`src/rtl/cabletest_seq.sv`:
```
// Cable-test run sequencer: drives both packet generators through one run and
// reports a sticky pass/fail verdict with cause bits.
module cabletest_seq #(
    parameter int unsigned START_WAIT = 64,
    parameter int unsigned DRAIN_WAIT = 1000000,
    parameter int unsigned TW         = 32
) (
    input  logic        clk,
    input  logic        resetn,
    input  logic        run,
    input  logic        abort,
    input  logic [7:0]  cfg_cycles,
    input  logic [63:0] cfg_count,
    input  logic        busy1,
    input  logic        busy2,
    input  logic        sent1,
    input  logic        sent2,
    input  logic        rcvd1,
    input  logic        rcvd2,
    input  logic        err1,
    input  logic        err2,
    output logic        gen_start,
    output logic [7:0]  CYCLES_PER_PACKET,
    output logic [63:0] PACKET_COUNT,
    output logic        active,
    output logic        done,
    output logic [3:0]  status
);

    localparam int unsigned CW = 64;
    localparam int unsigned PW = 8;
    localparam int unsigned SW = 4;
    localparam logic [PW-1:0] CPP_RST = PW'(16);

    typedef enum logic [2:0] {
        S_IDLE,
        S_LAUNCH,
        S_WAIT_BUSY,
        S_RUN,
        S_DRAIN,
        S_DONE
    } state_t;

    state_t         state, state_d;
    logic [TW-1:0]  timer, timer_d, timer_inc;
    logic [CW-1:0]  rx1_cnt, rx1_cnt_d, rx1_inc;
    logic [CW-1:0]  rx2_cnt, rx2_cnt_d, rx2_inc;
    logic [CW-1:0]  tx1_cnt, tx1_cnt_d, tx1_inc;
    logic [CW-1:0]  tx2_cnt, tx2_cnt_d, tx2_inc;
    logic           gen_start_d, active_d, done_d;
    logic [SW-1:0]  status_d;
    logic [PW-1:0]  cpp_d;
    logic [CW-1:0]  pc_d;
    logic           in_run, rx_en, tx_en;

    // Saturating event counter step; never wraps past all-ones.
    function automatic logic [CW-1:0] sat_inc(input logic [CW-1:0] v, input logic en);
        return (en && (v != '1)) ? v + CW'(1) : v;
    endfunction

    always_ff @(posedge clk or negedge resetn) begin
        if (!resetn) begin
            state             <= S_IDLE;
            timer             <= '0;
            rx1_cnt           <= '0;
            rx2_cnt           <= '0;
            tx1_cnt           <= '0;
            tx2_cnt           <= '0;
            gen_start         <= 1'b0;
            active            <= 1'b0;
            done              <= 1'b0;
            status            <= '0;
            CYCLES_PER_PACKET <= CPP_RST;
            PACKET_COUNT      <= '0;
        end else begin
            state             <= state_d;
            timer             <= timer_d;
            rx1_cnt           <= rx1_cnt_d;
            rx2_cnt           <= rx2_cnt_d;
            tx1_cnt           <= tx1_cnt_d;
            tx2_cnt           <= tx2_cnt_d;
            gen_start         <= gen_start_d;
            active            <= active_d;
            done              <= done_d;
            status            <= status_d;
            CYCLES_PER_PACKET <= cpp_d;
            PACKET_COUNT      <= pc_d;
        end
    end

    // Next-state, counters and verdict; the incremented counts include this
    // cycle's pulses so a pulse coinciding with a transition is still counted.
    always_comb begin
        state_d     = state;
        timer_d     = timer;
        rx1_cnt_d   = rx1_cnt;
        rx2_cnt_d   = rx2_cnt;
        tx1_cnt_d   = tx1_cnt;
        tx2_cnt_d   = tx2_cnt;
        status_d    = status;
        cpp_d       = CYCLES_PER_PACKET;
        pc_d        = PACKET_COUNT;
        gen_start_d = 1'b0;
        active_d    = 1'b0;
        done_d      = 1'b0;

        in_run    = state inside {S_LAUNCH, S_WAIT_BUSY, S_RUN, S_DRAIN};
        rx_en     = state inside {S_RUN, S_DRAIN};
        tx_en     = state inside {S_LAUNCH, S_WAIT_BUSY, S_RUN};
        timer_inc = timer + TW'(1);
        rx1_inc   = sat_inc(rx1_cnt, rcvd1 && rx_en);
        rx2_inc   = sat_inc(rx2_cnt, rcvd2 && rx_en);
        tx1_inc   = sat_inc(tx1_cnt, sent1 && tx_en);
        tx2_inc   = sat_inc(tx2_cnt, sent2 && tx_en);

        if (in_run) begin
            rx1_cnt_d = rx1_inc;
            rx2_cnt_d = rx2_inc;
            tx1_cnt_d = tx1_inc;
            tx2_cnt_d = tx2_inc;
            if (err1 || (rx1_inc > PACKET_COUNT)) status_d[0] = 1'b1;
            if (err2 || (rx2_inc > PACKET_COUNT)) status_d[1] = 1'b1;
        end

        case (state)
            S_IDLE: begin
                if (run && (cfg_count != '0)) begin
                    state_d   = S_LAUNCH;
                    cpp_d     = cfg_cycles;
                    pc_d      = cfg_count;
                    rx1_cnt_d = '0;
                    rx2_cnt_d = '0;
                    tx1_cnt_d = '0;
                    tx2_cnt_d = '0;
                    timer_d   = '0;
                    status_d  = '0;
                end
            end
            S_LAUNCH: begin
                state_d = S_WAIT_BUSY;
                timer_d = '0;
            end
            S_WAIT_BUSY: begin
                if (busy1 || busy2) begin
                    state_d = S_RUN;
                end else if (timer_inc == TW'(START_WAIT)) begin
                    status_d[2] = 1'b1;
                    state_d     = S_DONE;
                end else begin
                    timer_d = timer_inc;
                end
            end
            S_RUN: begin
                // Transmit totals are audited only on a normal exit to DRAIN.
                if (!busy1 && !busy2) begin
                    state_d = S_DRAIN;
                    timer_d = '0;
                    if (tx1_inc != PACKET_COUNT) status_d[0] = 1'b1;
                    if (tx2_inc != PACKET_COUNT) status_d[1] = 1'b1;
                end
            end
            S_DRAIN: begin
                if ((rx1_inc == PACKET_COUNT) && (rx2_inc == PACKET_COUNT)) begin
                    state_d = S_DONE;
                end else if (timer_inc == TW'(DRAIN_WAIT)) begin
                    status_d[2] = 1'b1;
                    if (rx1_inc != PACKET_COUNT) status_d[0] = 1'b1;
                    if (rx2_inc != PACKET_COUNT) status_d[1] = 1'b1;
                    state_d = S_DONE;
                end else begin
                    timer_d = timer_inc;
                end
            end
            S_DONE: begin
                state_d = S_IDLE;
            end
            default: begin
                state_d = S_IDLE;
            end
        endcase

        if (abort && in_run) begin
            status_d[3] = 1'b1;
            state_d     = S_DONE;
        end

        gen_start_d = (state_d == S_LAUNCH);
        done_d      = (state_d == S_DONE);
        active_d    = state_d inside {S_LAUNCH, S_WAIT_BUSY, S_RUN, S_DRAIN};
    end

endmodule

```
`config.mk`:
```
export PLATFORM = sky130hd
export DESIGN_NAME = cabletest_seq
export DESIGN_NICKNAME = d
export VERILOG_FILES = /design/src/rtl/cabletest_seq.sv
export SDC_FILE = /design/constraint.sdc
export NUM_CORES = 1
export LEC_CHECK = 0
export ABC_AREA = 1
export CORE_ASPECT_RATIO = 0.9
export CORE_UTILIZATION = 35
export CTS_CLUSTER_DIAMETER = 40
export DETAILED_ROUTE_END_ITERATION = 8
export GPL_TIMING_DRIVEN = 0
export PLACE_DENSITY = 0.54
export RECOVER_POWER = 25
export SYNTH_ARGS = -nofsm -noshare
export SYNTH_HDL_FRONTEND = slang
export SYNTH_SLANG_ARGS = --single-unit
```
`constraint.sdc`:
```
create_clock -name clk -period 4.8 [get_ports clk]
set_clock_uncertainty 0.2 [all_clocks]
set_input_delay 1.44 -clock clk [delete_from_list [all_inputs] [get_ports clk]]
set_output_delay 1.44 -clock clk [all_outputs]
set_load 0.005 [all_outputs]
```
==> run metrics <==
TritonCTS Buffers 84; Yosys Warn Count 0; CP top delay family simple AND/OR/NAND/NOR gates; Synthesized Nets 4,889; Design Area, Final 37,400 um^2; Setup WS post-layout -0.219 ns; worst-path cell with the longest stage delay nor4b_1; Die ar. 85,800 um^2; IO Pins 163; Worst-path clk slew 0.05 ns; first-pass GRT wire length 212,000 um; vias in the first global route 31,700; final setup vio count 36; top achievable clock speed 0.199 GHz; Hold Vio Cnt, Final 0; EDFF count, synth 0; synth cell count leaders 1,548 x nand2_1, 578 x inv_1, 577 x nor2_1; Skew-Pair Late Insertion Delay 0.69 ns; Crit. End Element flop; synthesized area 29,600 um^2; max-cap viol count 2; initial drt markers 2,934; dominant cell type by area after synthesis dfrtp_1; pin count of the biggest net entering global routing 110; top-count cell post-synth nand2_1; total wire length 148,000 um; run status finished, violations left; proportion of netlist area held by the largest area contributor 31.2%; hold buffers post-CTS 0; Fin Hold WS 0.272 ns; clock tree buffer depth 3; CTS tree yes; Critical Path Start Type flop; total power 22.8 mW; crit-path cells ha_2 > nand2_2 > buf_4 > nor4b_1 > nand2_1 > nor4_1 > nand2_1 > nor3_1 > xor2_1 > ha_1 > inv_1 > nor4_4 > nand4_1 > nor2_2 > nand3_4 > nor2_4 > nand2_2 > nand2_2 > nor2_4 > nand3_4 > buf_6 > buf_6 > nand2_2 > o21ai_1; final RePlAce weighted congestion 1.07; Sink Count 370; largest cells by area after synthesis dfrtp_1 31%, nand2_1 20%, inv_1 7.3%; Max-slew headroom -41.2%; Post-Place Setup Slack -2.12 ns; WP data required 5.19 ns; # port buffers 162; sequential share of the synthesized area 31.3%; drt wl/cell 23.9 um; fin crit share 105%; Mapped Cells 4,672; flop2flop setup slack -0.22 ns; Period minus WS final 5.02 ns; asr flop ratio synth 100%; root buffer cell clkbuf_16; row count 100; WS Path Type reg2reg; synth unique cells 45; Max Transition Viols Final 83; worst min-delay path class reg2reg; Initial Util 35.6%; layout cell share with drive strength beyond 1 9.22%; TritonRoute pass-1 iters 7; Final Net Count 5,221; Final ANT Viol Nets 0; synthesis-to-finish area growth 26.1%; register bit total from synthesis 370; WP data arrival 5.41 ns; Post-route DRC 0; total gr overflow 0; dominant synthesized flop cell dfrtp_1; Worst Path Max Fanout 5; DR vias/cell 5.31; mean post-synth cell area 6.34 um^2; DP HPWL 116,000 um; most used cell, CP nand2_2; Multi-input gate area 18,500 um^2; Least-Margin Pin Slew 2.12 ns; unrepaired setup endpoints after global routing true; Die Ht 278 um; fillers 8,807; CP bufs+invs 4; All-Layer GR Usage 34.1%; power density cells 610 nW/um^2; Die W 309 um; placed inst area 32,700 um^2; Lkg Pwr 17.6 nW; Core Area 83,200 um^2; failing checks max-capacitance violations, max-slew violations, negative setup slack; H-tree depth 3; Worst VDD drop 343 uV; Max stage delay on crit path 0.64 ns; initial antenna violation count 5; final core utilization 44.9%; via count 33,000; area occupied by registers 9260 um^2
-- what timing repair did --
action                                  4_1_cts  5_1_grt
buffers inserted                             50       24
resized for setup                           152      101
endpoints found under the setup margin      327       53
pin swaps                                    41       29
gates cloned                                  5        2
-- registers in the layout, indices dropped and copies added (netlist names) --
name               count
PACKET_COUNT          64
active                 1
timer                 32
rx2_cnt               64
CYCLES_PER_PACKET      8
state                  3
tx2_cnt               64
tx1_cnt               64
status                 4
gen_start              1
rx1_cnt               64
done                   1
-- area by class of cell --
| cell class | instances | share of cell area [%] |
|---|---|---|
| inverter | 582 | 5.85 |
| multi-input combinational | 3605 | 49.5 |
| clock buffer | 94 | 5.92 |
| tap | 1122 | 3.76 |
| buffer | 116 | 1.55 |
| timing repair buffer | 245 | 6.42 |
| clock inverter | 64 | 2.14 |
| antenna | 6 | 0.0402 |
| sequential | 370 | 24.8 |
-- layout by cell type, fill, tap and decap left out, types with 23 or more instances in the layout --
cell type	count
a21oi_1	299
buf_4	71
clkbuf_1	82
clkbuf_16	87
clkdlybuf4s50_1	159
dfrtp_1	366
ha_1	130
inv_1	571
nand2_1	1511
nand2_2	34
nand3_1	278
nand4_1	116
nor2_1	544
nor2_2	27
nor3_1	75
nor4_1	44
o21ai_0	148
o21ai_2	23
xnor2_1	29
xor2_1	167
-- metrics by stage --
stage / std cells / TNS (ns)
floorplan: 4672 / 0
global placement: 5956 / -6297.51
detailed placement: 5959 / -509.39
CTS: 6172 / -1.95
global route: 6199 / -11.83
finish: 6204 / -6.40
-- worst reg2reg max path: cells and delay by family (launching register included) --
family          cells  cell delay (ns)
simple gates       16             3.08
buf+inv             4             0.46
flops               1             0.41
fa+ha+maj           2             0.39
xor+xnor            1             0.31
compound gates      1             0.08
-- logic make-up (layout without fill, tap and decap cells) --
group	after synthesis	in the layout	synth area share, %
buf+inv	698	1101	9.08
compound gates	541	541	9.58
xor+xnor	206	206	6.21
simple gates	2724	2725	38.3
other cells	0	6	0
fa+ha+maj	133	133	5.62
flops	370	370	31.3
-- metal layers --
metal	wire length, um	vias to the layer above	share of wire, %	GRT usage, %
li1	-	15700	-	-
met1	61400	15600	41	43.1
met2	67000	1338	45	54.8
met3	10100	358	6.8	5.80
met4	9710	2	6.6	19.6
met5	9	-	0.0061	0
-- power breakdown --
part	internal, mW	leakage [nW]	switching (mW)
Clock	3.86	1.44	2.30
Combinational	3.58	11.4	7.40
Sequential	4.05	4.78	1.60
Total	11.5	17.6	11.3
-- path summary, 6_finish.rpt --
check,depth (start not counted),endpoint,startpoint
max in group asynchronous,2,rx1_cnt[61],resetn
max reg2reg,24,timer[7],rx2_cnt[1]
min,2,CYCLES_PER_PACKET[4],CYCLES_PER_PACKET[4]
min reg2reg,2,CYCLES_PER_PACKET[4],CYCLES_PER_PACKET[4]
max,24,timer[7],rx2_cnt[1]
min in group asynchronous,1,tx1_cnt[4],resetn
No activity file was read; power rests on OpenSTA's default activity.
